**config.mk**
```make
export PLATFORM = sky130hd
export DESIGN_NAME = fp_out_sched
export DESIGN_NICKNAME = d
export VERILOG_FILES = /design/src/rtl/fp_pkg.sv /design/src/rtl/rr_arbiter.sv /design/src/rtl/fp_out_sched.sv
export SDC_FILE = /design/constraint.sdc
export NUM_CORES = 1
export LEC_CHECK = 0
export ABC_AREA = 1
export CORE_UTILIZATION = 44
export CTS_BUF_LIST = sky130_fd_sc_hd__clkbuf_2
export CTS_CLUSTER_SIZE = 24
export DETAILED_ROUTE_END_ITERATION = 16
export PLACE_DENSITY = 0.83
export SYNTH_ARGS = -nofsm -noshare
export SYNTH_HDL_FRONTEND = slang
export SYNTH_SLANG_ARGS = --single-unit
```
**constraint.sdc**
```tcl
create_clock -name clk_in -period 2 [get_ports clk_in]
set_input_delay 0.3 -clock clk_in [delete_from_list [all_inputs] [get_ports clk_in]]
set_output_delay 0.3 -clock clk_in [all_outputs]
set_load 0.005 [all_outputs]
```
**src/rtl/fp_pkg.sv**
```systemverilog
// Shared types and constants for the FP result/output-register path.
package fp_pkg;

  localparam int unsigned WORD_W    = 32;
  localparam int unsigned SHIFT_LEN = 32;
  localparam int unsigned CNT_W     = 6;

  typedef enum logic [2:0] {
    IDLE     = 3'd0,
    WRITE    = 3'd1,
    WAIT_RDY = 3'd2,
    SHIFT    = 3'd3,
    DRAIN    = 3'd4
  } state_e;

endpackage

```
**src/rtl/rr_arbiter.sv**
```systemverilog
// Combinational round-robin arbiter: first request found after the last grant, wrapping.
module rr_arbiter #(
  parameter int unsigned N     = 2,
  parameter int unsigned IDX_W = (N > 1) ? $clog2(N) : 1
) (
  input  logic [N-1:0]     req_i,
  input  logic [IDX_W-1:0] last_i,
  output logic [N-1:0]     gnt_o,
  output logic [IDX_W-1:0] idx_o,
  output logic             valid_o
);

  logic [IDX_W-1:0] cand_c;

  always_comb begin
    gnt_o   = '0;
    idx_o   = '0;
    valid_o = 1'b0;
    cand_c  = '0;
    for (int unsigned i = 1; i <= N; i++) begin
      cand_c = IDX_W'((32'(last_i) + i) % N);
      if (!valid_o && req_i[cand_c]) begin
        valid_o       = 1'b1;
        gnt_o[cand_c] = 1'b1;
        idx_o         = cand_c;
      end
    end
  end

endmodule

```
**src/rtl/fp_out_sched.sv**
```systemverilog
// Shares one serial output register between NUM_REQ result producers:
// grant, write, wait for output_rdy, issue 32 read strobes, wait for input_rdy.
module fp_out_sched
  import fp_pkg::*;
#(
  parameter int unsigned NUM_REQ      = 2,
  parameter int unsigned SRC_W        = 1,
  parameter int unsigned WAIT_TIMEOUT = 15
) (
  input  logic                      clk_in,
  input  logic                      rst_in,
  input  logic [NUM_REQ-1:0]        req_valid_in,
  input  logic [WORD_W*NUM_REQ-1:0] req_data_in,
  output logic [NUM_REQ-1:0]        req_ack_out,
  input  logic                      stream_en_in,
  input  logic                      reg_input_rdy_in,
  input  logic                      reg_output_rdy_in,
  output logic                      reg_wr_out,
  output logic [WORD_W-1:0]         reg_data_out,
  output logic                      reg_read_out,
  output logic [SRC_W-1:0]          src_id_out,
  output logic                      busy_out,
  output logic                      frame_done_out,
  output logic                      err_out
);

  localparam int unsigned TMO_W = $clog2(WAIT_TIMEOUT + 1);

  state_e state_q, state_d;

  logic [NUM_REQ-1:0] gnt_c;
  logic [SRC_W-1:0]   gnt_idx_c;
  logic               gnt_any_c;
  logic [WORD_W-1:0]  gnt_word_c;

  logic               grant_c, tmo_hit_c, read_c, last_bit_c, drain_done_c;

  logic [NUM_REQ-1:0] ack_q, ack_d;
  logic               wr_q, wr_d, done_q, done_d, err_q, err_d;
  logic [WORD_W-1:0]  data_q, data_d;
  logic [SRC_W-1:0]   src_q, src_d, rr_q, rr_d;
  logic [CNT_W-1:0]   bit_cnt_q, bit_cnt_d;
  logic [TMO_W-1:0]   tmo_q, tmo_d;

  rr_arbiter #(.N(NUM_REQ), .IDX_W(SRC_W)) u_arb (
    .req_i   (req_valid_in),
    .last_i  (rr_q),
    .gnt_o   (gnt_c),
    .idx_o   (gnt_idx_c),
    .valid_o (gnt_any_c)
  );

  // One-hot grant selects the winning word.
  always_comb begin
    gnt_word_c = '0;
    for (int unsigned k = 0; k < NUM_REQ; k++) begin
      if (gnt_c[k]) gnt_word_c = gnt_word_c | req_data_in[k*WORD_W +: WORD_W];
    end
  end

  assign grant_c      = (state_q == IDLE) && reg_input_rdy_in && gnt_any_c;
  assign tmo_hit_c    = (state_q == WAIT_RDY) && !reg_output_rdy_in &&
                        (tmo_q == TMO_W'(WAIT_TIMEOUT - 1));
  assign read_c       = (state_q == SHIFT) && stream_en_in && (bit_cnt_q < CNT_W'(SHIFT_LEN));
  assign last_bit_c   = read_c && (bit_cnt_q == CNT_W'(SHIFT_LEN - 1));
  assign drain_done_c = (state_q == DRAIN) && reg_input_rdy_in;

  always_ff @(posedge clk_in or posedge rst_in) begin
    if (rst_in) state_q <= IDLE;
    else        state_q <= state_d;
  end

  always_comb begin
    state_d = state_q;
    unique case (state_q)
      IDLE:     if (grant_c) state_d = WRITE;
      WRITE:    state_d = WAIT_RDY;
      WAIT_RDY: begin
        if (reg_output_rdy_in) state_d = SHIFT;
        else if (tmo_hit_c)    state_d = IDLE;
      end
      SHIFT:    if (last_bit_c) state_d = DRAIN;
      DRAIN:    if (drain_done_c) state_d = IDLE;
      default:  state_d = IDLE;
    endcase
  end

  // Read strobe is combinational so a stream_en pause takes effect in the same cycle.
  always_comb begin
    reg_read_out = read_c;
    busy_out     = (state_q != IDLE);
  end

  always_comb begin
    ack_d     = '0;
    wr_d      = (state_q == WRITE);
    done_d    = drain_done_c;
    err_d     = err_q | tmo_hit_c;
    data_d    = data_q;
    src_d     = src_q;
    rr_d      = rr_q;
    bit_cnt_d = bit_cnt_q;
    tmo_d     = '0;
    if (grant_c) begin
      ack_d  = gnt_c;
      data_d = gnt_word_c;
      src_d  = gnt_idx_c;
      rr_d   = gnt_idx_c;
    end
    case (state_q)
      WAIT_RDY: begin
        bit_cnt_d = '0;
        if (!reg_output_rdy_in && !tmo_hit_c) tmo_d = tmo_q + TMO_W'(1);
      end
      SHIFT:    if (read_c) bit_cnt_d = bit_cnt_q + CNT_W'(1);
      default:  ;
    endcase
  end

  always_ff @(posedge clk_in or posedge rst_in) begin
    if (rst_in) begin
      ack_q     <= '0;
      wr_q      <= 1'b0;
      done_q    <= 1'b0;
      err_q     <= 1'b0;
      data_q    <= '0;
      src_q     <= '0;
      rr_q      <= SRC_W'(NUM_REQ - 1);
      bit_cnt_q <= '0;
      tmo_q     <= '0;
    end else begin
      ack_q     <= ack_d;
      wr_q      <= wr_d;
      done_q    <= done_d;
      err_q     <= err_d;
      data_q    <= data_d;
      src_q     <= src_d;
      rr_q      <= rr_d;
      bit_cnt_q <= bit_cnt_d;
      tmo_q     <= tmo_d;
    end
  end

  assign req_ack_out    = ack_q;
  assign reg_wr_out     = wr_q;
  assign reg_data_out   = data_q;
  assign src_id_out     = src_q;
  assign frame_done_out = done_q;
  assign err_out        = err_q;

endmodule

```
==> impl_results.md, run 1 <==
* Final Cycle Share at between 80% and 90%
* Fraction of layout cells with a size suffix above 1 at between 7 and 8%
* Most frequent cells in the layout: nand2_1 (115), clkdlybuf4s50_1 (108), dfrtp_1 (50), inv_1 (48), nor2_1 (46)
* Vias in the first global route at around 2400
* Max FO, Critical Path at 5
* Crit path time final at ~1.8 ns
* Mapped Cells at around 350
* Core area at 5610 um^2
* Final Hold Viols at 0
* Worst EP arrival at 1.45 ns
* Synthesized flop and latch total at 52
* Peak supply drop at about 0.59 mV
* Avg Vias per Cell at 4.75
* Critical path endpoint category: primary output
* Via Count at 2558
* Final HPWL DP at 4870 um
* HP Class: in2async
* GRT Util Overall at 22.5%
* TNS Setup at 0 ns
* DRT Wirelength at 6560 um
* Sequential cell area at approximately 1300 um^2
* Starting Density at 46.3%
* Clock root buffer: clkbuf_2
* Rel. slew slack at between 70% and 80%
* CTS tree: done
* Detailed-route wire length per cell at about 12 um
* Antenna violations before repair at 0
* Clk sink count at 52
* DR DRC count at 0
* First-pass GRT wire length at around 11000 um
* CP Class: reg2out
* Power per Cell Area at roughly 1000 nW/um^2
* Die area at ~6200 um^2
* Leakage power at just under 2 nW
* Setup Viol. Count Final at 0
* Fin. max-slew vios at 0
* Largest stage delay, worst path at 0.46 ns
* Starting DRT DRC Count at 95
* Seq/Total Area, Yosys at approximately half
* Number of port buffers at 110
* Filler Cells Inserted at 485
* Net count after synthesis at 422
* Clock skew at 0.0129 ns
* Post-Syn Area at 2600 um^2
* Worst R2R Path Depth at 9
* Pin count of the biggest net entering global routing at 53
* Clock transition at the registers of the reported paths at 0.23 ns
* # H-tree levels at 2
* Clk buf depth at 2
* Area grow syn2layout at 49.1%
* Antenna Nets Post-Route at 0
* CP Data Required Time at between 1.5 and 2 ns
* Maximum capacitance violations at 0
* Synth Warn # at 0
* Syn avg cell area at 7.46 um^2
* Io pins at 111
* Net count, final at 540
* Netlist cell types at 24
* Worst Tran Pin Value at a little under 0.4 ns
* Max Fclk at 0.570 GHz
* Cells after DPL at ~530
* GRT Residual Overflow at 0
* CTS buffer count at 5
* Multi-input logic area at 1020 um^2
* Commonest non-fill, non-tap cell in the layout: nand2_1
* RePlAce Congestion at about 0.82
* Slowest stage cell on the critical path: dfrtp_1
* Diode count at 0
* RSZ-0062 raised after global routing: false
* Die height at between 70 and 80 um
* Drt pass-1 iters at 4
* Row cnt at 27
* Clock latency on the worst-skew pair at 0.43 ns
* CP Cell Sequence: inv_2 -> nand3_2 -> nor2_2 -> dlygate4sd2_1
* Outcome: finished, final reports clean
* Final cell count without fillers at between 500 and 600
* Setup crit start kind: register
* Die width at about 79 um
[area by class of cell]
type                    count  area share [%]
clock buffers               5           0.647
clock inverters             3           0.356
flip-flops and latches     52            33.7
repair buffers            124            31.5
inverters                  52            5.04
multi-input cells         231            26.4
well taps                  72            2.33
[critical path, delay by kind of cell, from the launching register on]
kind	cells	cell delay (ns)
buffers and inverters	2	0.35
and+or+nand+nor	2	0.23
DFF	1	0.46
[cells by family after synthesis]
| group | count (synthesis) | share of synthesized area, % |
|---|---|---|
| and+or+nand+nor | 212 | 33.9 |
| buffers and inverters | 65 | 10.7 |
| DFF | 52 | 50.2 |
| AOI/OAI and AO/OA | 13 | 2.65 |
| adders and majority gates | 3 | 1.45 |
| xor gates and xnor gates | 2 | 0.675 |
| muxes | 1 | 0.386 |
[power breakdown]
group / switching (W) / internal (W) / total, W / leakage [nW]
combinational: 0.000827 / 0.00109 / 0.00192 / 1.22
sequential: 0.000250 / 0.00145 / 0.00170 / 0.676
clock: 0.000318 / 0.0000785 / 0.000397 / 0.0302
total: 0.00140 / 0.00261 / 0.00401 / 1.93
[per-layer routing]
layer / vias to the layer above / GRT usage [%] / wire length, um / part of all wire (%)
li1: 1286 / - / - / -
met1: 1156 / 26.4 / 2730 / 42
met2: 106 / 38.1 / 3160 / 48
met3: 10 / 7.93 / 576 / 8.8
met4: 0 / 8.18 / 87 / 1.3
met5: - / 0 / 0 / 0
[Yosys cell counts (all sizes together)]
master,n,area share [%]
nor3,2,0.39
nand3,42,8.1
nor4,1,0.24
mux2i,1,0.39
dfrtp,51,49
buf,8,2.5
o22ai,1,0.24
o21ai,6,1.2
xor2,1,0.34
xnor2,1,0.34
clkbuf,5,0.72
inv,52,7.5
dfstp,1,1.0
nand2,117,17
o21bai,1,0.29
a21oi,5,0.96
ha,3,1.4
nand4,1,0.24
nor2,49,7.7
[registers in the layout (all words and copies together) (netlist names)]
signal and cells:
bit_cnt_q 6, err_out 1, frame_done_out 1, reg_data_out 32, reg_wr_out 1, req_ack_out 2
rr_q 1, src_id_out 1, state_q 3, tmo_q 4
[metrics by stage]
stage / setup WS, ns / area [um^2] / hold slack, ns / utilization, % / total power, W
2_1_floorplan: 0.444 / 2600 / 0.420 / - / 0.00250
3_3_place_gp: 0.180 / 3790 / 0.461 / 67.6 / 0.00355
3_5_place_dp: 0.142 / 3790 / 0.465 / 67.6 / 0.00360
4_1_cts: 0.00175 / 3860 / 0.177 / 68.8 / 0.00403
5_1_grt: 0.106 / 3870 / 0.184 / 69.0 / 0.00431
6_report: 0.245 / 3870 / 0.191 / 69.0 / 0.00401
[repair_timing]
| item | CTS | global route |
|---|---|---|
| hold buffers | 0 | 0 |
| pin swaps | 2 | 1 |
| endpoints found under the setup margin | 2 | 1 |
| setup buffers | 3 | 1 |
| gates resized for setup | 5 | 1 |
[path summary, 6_finish.rpt]
kind | start | to | slack, ns
hold reg to reg | err_out | err_out | 0.52
hold / removal | rst_in | reg_data_out[6] | 0.19
min in group clk_in | req_data_in[58] | reg_data_out[26] | 0.38
setup / recovery | state_q[2] | reg_read_out | 0.25
max in group asynchronous | rst_in | rr_q | 1.54
setup reg to reg | state_q[0] | reg_data_out[16] | 0.41
(Power assumes the default switching activity.)
==> inputs of run 2 (changes only) <==
CORE_UTILIZATION = 43   (was 44)
SYNTH_HIERARCHICAL = 1   (was default)
==> run 2 against run 1 <==
Effect of this change:
- die area decreased by 5.2%
- synthesized cell count fell by 20%
- maximum frequency fell by 6.8%
- non-clock buffer count shrank 1
- critical path depth grew 1
- cell count fell by 12%
- global-route usage shrank 0.69 points
- largest power group unchanged
==> impl_results.md, run 2 <==
* Starting Density at 45.8% (was 46.3%)
* Final cell count without fillers at 472 (was 539)
* Post-synth EDFFs at 0 (unchanged)
* Worst EP arrival at 1.58 ns (was 1.45 ns)
* Pin count of the biggest net entering global routing at 27 (was 53)
* DR DRC count at 0 (unchanged)
* Final total power at 0.00398 W (was 0.00401 W)
* Clock power frac at 10.2% (was 9.9%)
* Core area at 5240 um^2 (was 5610 um^2)
* CP Class: reg2out (unchanged)
* # H-tree levels at 2 (unchanged)
* Multi-input logic area at 961 um^2 (was 1020 um^2)
* Max layer used: met4 (unchanged)
* Leakage power at 1.76 nW (was 1.93 nW)
* CP Data Required Time at 1.70 ns (about the same)
* TNS Setup at 0 ns (unchanged)
* Antenna Nets Post-Route at 0 (unchanged)
* Crit path time final at 1.88 ns (was 1.75 ns)
* Io pins at 111 (unchanged)
* Avg Vias per Cell at 4.91 (was 4.75)
* Mapped Cells at 280 (was 348)
* Routed length on met2 at 2930 um (was 3160 um)
* Cells after DPL at 461 (was 527)
* Die area at 5890 um^2 (was 6210 um^2)
* Sequential cell area at 1300 um^2 (about the same)
* Max reg flops at 32 (unchanged)
* Final Hold Viols at 0 (unchanged)
* Async SR Flop Fraction at 100% (unchanged)
* Ys flop type: dfrtp_1 (unchanged)
* DRT Wirelength at 6170 um (was 6560 um)
* Critical path endpoint category: primary output (unchanged)
* CTS buffer count at 5 (unchanged)
* Antenna violations before repair at 0 (unchanged)
* Setup Viol. Count Final at 0 (unchanged)
* RSZ-0062 raised after global routing: false (unchanged)
* Die width at 76.7 um (was 78.8 um)
* Sw power at 0.00135 W (was 0.00140 W)
* M1 WL at 2620 um (was 2730 um)
* Netlist cell types at 27 (was 24)
* Rel. slew slack at 72.0% (was 74.3%)
* CTS tree: done (unchanged)
* Post-CTS Hold Buffers at 0 (unchanged)
* RePlAce Congestion at 0.789 (was 0.821)
* Clock latency on the worst-skew pair at 0.42 ns (was 0.43 ns)
* Clk buf depth at 2 (unchanged)
* GRT Residual Overflow at 0 (unchanged)
* Sw Share at 34.0% (was 34.8%)
* Drt pass-1 iters at 4 (unchanged)
* Synth Warn # at 6 (was 0)
* Clock skew at 0.00828 ns (was 0.0129 ns)
* Power per Cell Area at 1070 nW/um^2 (was 1040 nW/um^2)
* Commonest non-fill, non-tap cell in the layout: nand2_1 (unchanged)
* Net count after synthesis at 354 (was 422)
* Share of the synthesized area in the top cell type at 53.2% (was 49.2%)
* First-pass GRT wire length at 10200 um (was 10800 um)
* Seq pwr share at 42.7% (was 42.3%)
* Max FO, Critical Path at 5 (unchanged)
* Syn avg cell area at 8.58 um^2 (was 7.46 um^2)
* Vias in the first global route at 2224 (was 2446)
* Clk sink count at 52 (unchanged)
* Max Fclk at 0.531 GHz (was 0.570 GHz)
* Number of port buffers at 110 (unchanged)
* Routed met3 length at 408 um (was 576 um)
* Area grow syn2layout at 54.6% (was 49.1%)
* Int Power at 0.00262 W (was 0.00261 W)
* Top-count cell post-synth: nand2_1 (unchanged)
* Row cnt at 26 (was 27)
* Synth area leaders: dfrtp_1 (53%), nand2_1 (18%), nand3_1 (8.1%) (was dfrtp_1 (49%), nand2_1 (17%), nand3_1 (8.1%))
* Gate power share at 47.1% (was 47.8%)
* Post-Route Utilization at 70.9% (was 69.0%)
* Diode count at 0 (unchanged)
* Yosys top cell by area: dfrtp_1 (unchanged)
* Die height at 76.7 um (was 78.8 um)
* Commonest cells in the netlist: nand2_1 (114), dfrtp_1 (51), nand3_1 (39), inv_1 (17), nor2_1 (10) (was nand2_1 (115), dfrtp_1 (51), inv_1 (50), nor2_1 (47), nand3_1 (42))
* Filler Cells Inserted at 411 (was 485)
* Via Count at 2316 (was 2558)
* Net count, final at 475 (was 540)
* Synthesized flop and latch total at 52 (unchanged)
* Final HPWL DP at 4630 um (was 4870 um)
* Clock transition at the registers of the reported paths at 0.24 ns (was 0.23 ns)
* Fraction of layout cells with a size suffix above 1 at 8.96% (was 7.07%)
* Setup crit start kind: register (unchanged)
* Worst Tran Pin Value at 0.419 ns (was 0.386 ns)
* Maximum capacitance violations at 0 (unchanged)
* Seq/Total Area, Yosys at 54.2% (was 50.2%)
* Starting DRT DRC Count at 131 (was 95)
* Detailed-route wire length per cell at 13.1 um (was 12.2 um)
* Clock root buffer: clkbuf_2 (unchanged)
* GRT Util Overall at 21.8% (was 22.5%)
* Most frequent cells in the layout: nand2_1 (114), clkdlybuf4s50_1 (108), dfrtp_1 (51), nand3_1 (39), inv_1 (16) (was nand2_1 (115), clkdlybuf4s50_1 (108), dfrtp_1 (50), inv_1 (48), nor2_1 (46))
* Peak supply drop at 0.574 mV (was 0.594 mV)
* Outcome: finished, final reports clean (unchanged)
* Post-Syn Area at 2400 um^2 (was 2600 um^2)
* Final Cycle Share at 94.2% (was 87.7%)
* Fin. max-slew vios at 0 (unchanged)
* HP Class: in2async (unchanged)
[run 2: changes by cell type after synthesis, moves of 2 or more]
cell      previous run  this run
nand2_2              1         5
nor2_1              47        10
nand4_1              1         4
buf_4                0         3
nor2_8               0         3
nand3_1             42        39
o21ai_0              6         4
nor2_4               2         0
inv_1               50        17
clkbuf_1             5         0
a21oi_1              5         8
[run 2: path summary, 6_finish.rpt]
path | from | endpoint | slack (ns) | cells after the start
min in group clk_in | req_data_in[0] | reg_data_out[0] | 0.39 | 3
worst min-delay path | rst_in | reg_data_out[23] | 0.14 | 2
max in group asynchronous | rst_in | rr_q | 1.32 | 3
worst max register to register | state_q[1] | reg_data_out[24] | 0.45 | 9
worst max-delay path | state_q[0] | reg_read_out | 0.12 | 5
worst min register to register | rr_q | rr_q | 0.50 | 2
[run 2: worst max-delay path: stages, from the launching register on]
cell and delay [ns]:
dfrtp_1 0.52, inv_1 0.12, nor2_2 0.12, nand2_1 0.08, inv_1 0.09, dlygate4sd2_1 0.24
[run 2: logic make-up (layout without fill, tap and decap cells)]
group,count (synthesis),in the layout,synth area share [%]
buffers and inverters,28,150,6.04
xor gates and xnor gates,2,2,0.730
adders and majority gates,3,3,1.56
AOI/OAI and AO/OA,14,14,3.13
DFF,52,52,54.2
and+or+nand+nor,181,181,34.3
[run 2: repair_timing]
item / in CTS / in global routing
setup endpoints to repair: 1 / 0
buffers inserted: 3 / 0
gates resized for setup: 4 / 0
[run 2: routing by layer]
metal	global-route usage [%]	vias up
met3	4.17	21
met1	27.7	1064
met2	35.8	92
met4	10.4	0
met5	0	-
li1	-	1139
[run 2: power by group through the flow]
stage,clock (W),combinational [W],sequential [W]
finish,0.000404,0.00187,0.00170
floorplan,0,0.000742,0.00174
global placement,0,0.00180,0.00171
global route,0.000458,0.00205,0.00177
detailed placement,0,0.00186,0.00172
CTS,0.000419,0.00189,0.00170
[run 2: area by class of cell]
class	instances	share of cell area (%)
Clock inverter	2	0.303
Clock buffer	6	0.809
Inverter	19	1.99
Sequential cell	52	35.1
Multi-Input combinational cell	200	25.9
Tap cell	70	2.36
Timing Repair Buffer	123	33.6
[run 2: per-stage QoR]
stage	setup WS, ns	cell area (um^2)	hold WS, ns
CTS	0.0896	3710	0.132
finish	0.117	3710	0.143
detailed placement	0.104	3640	0.461
global route	0.00866	3710	0.130
global placement	0.159	3640	0.461
floorplan	0.444	2400	0.420
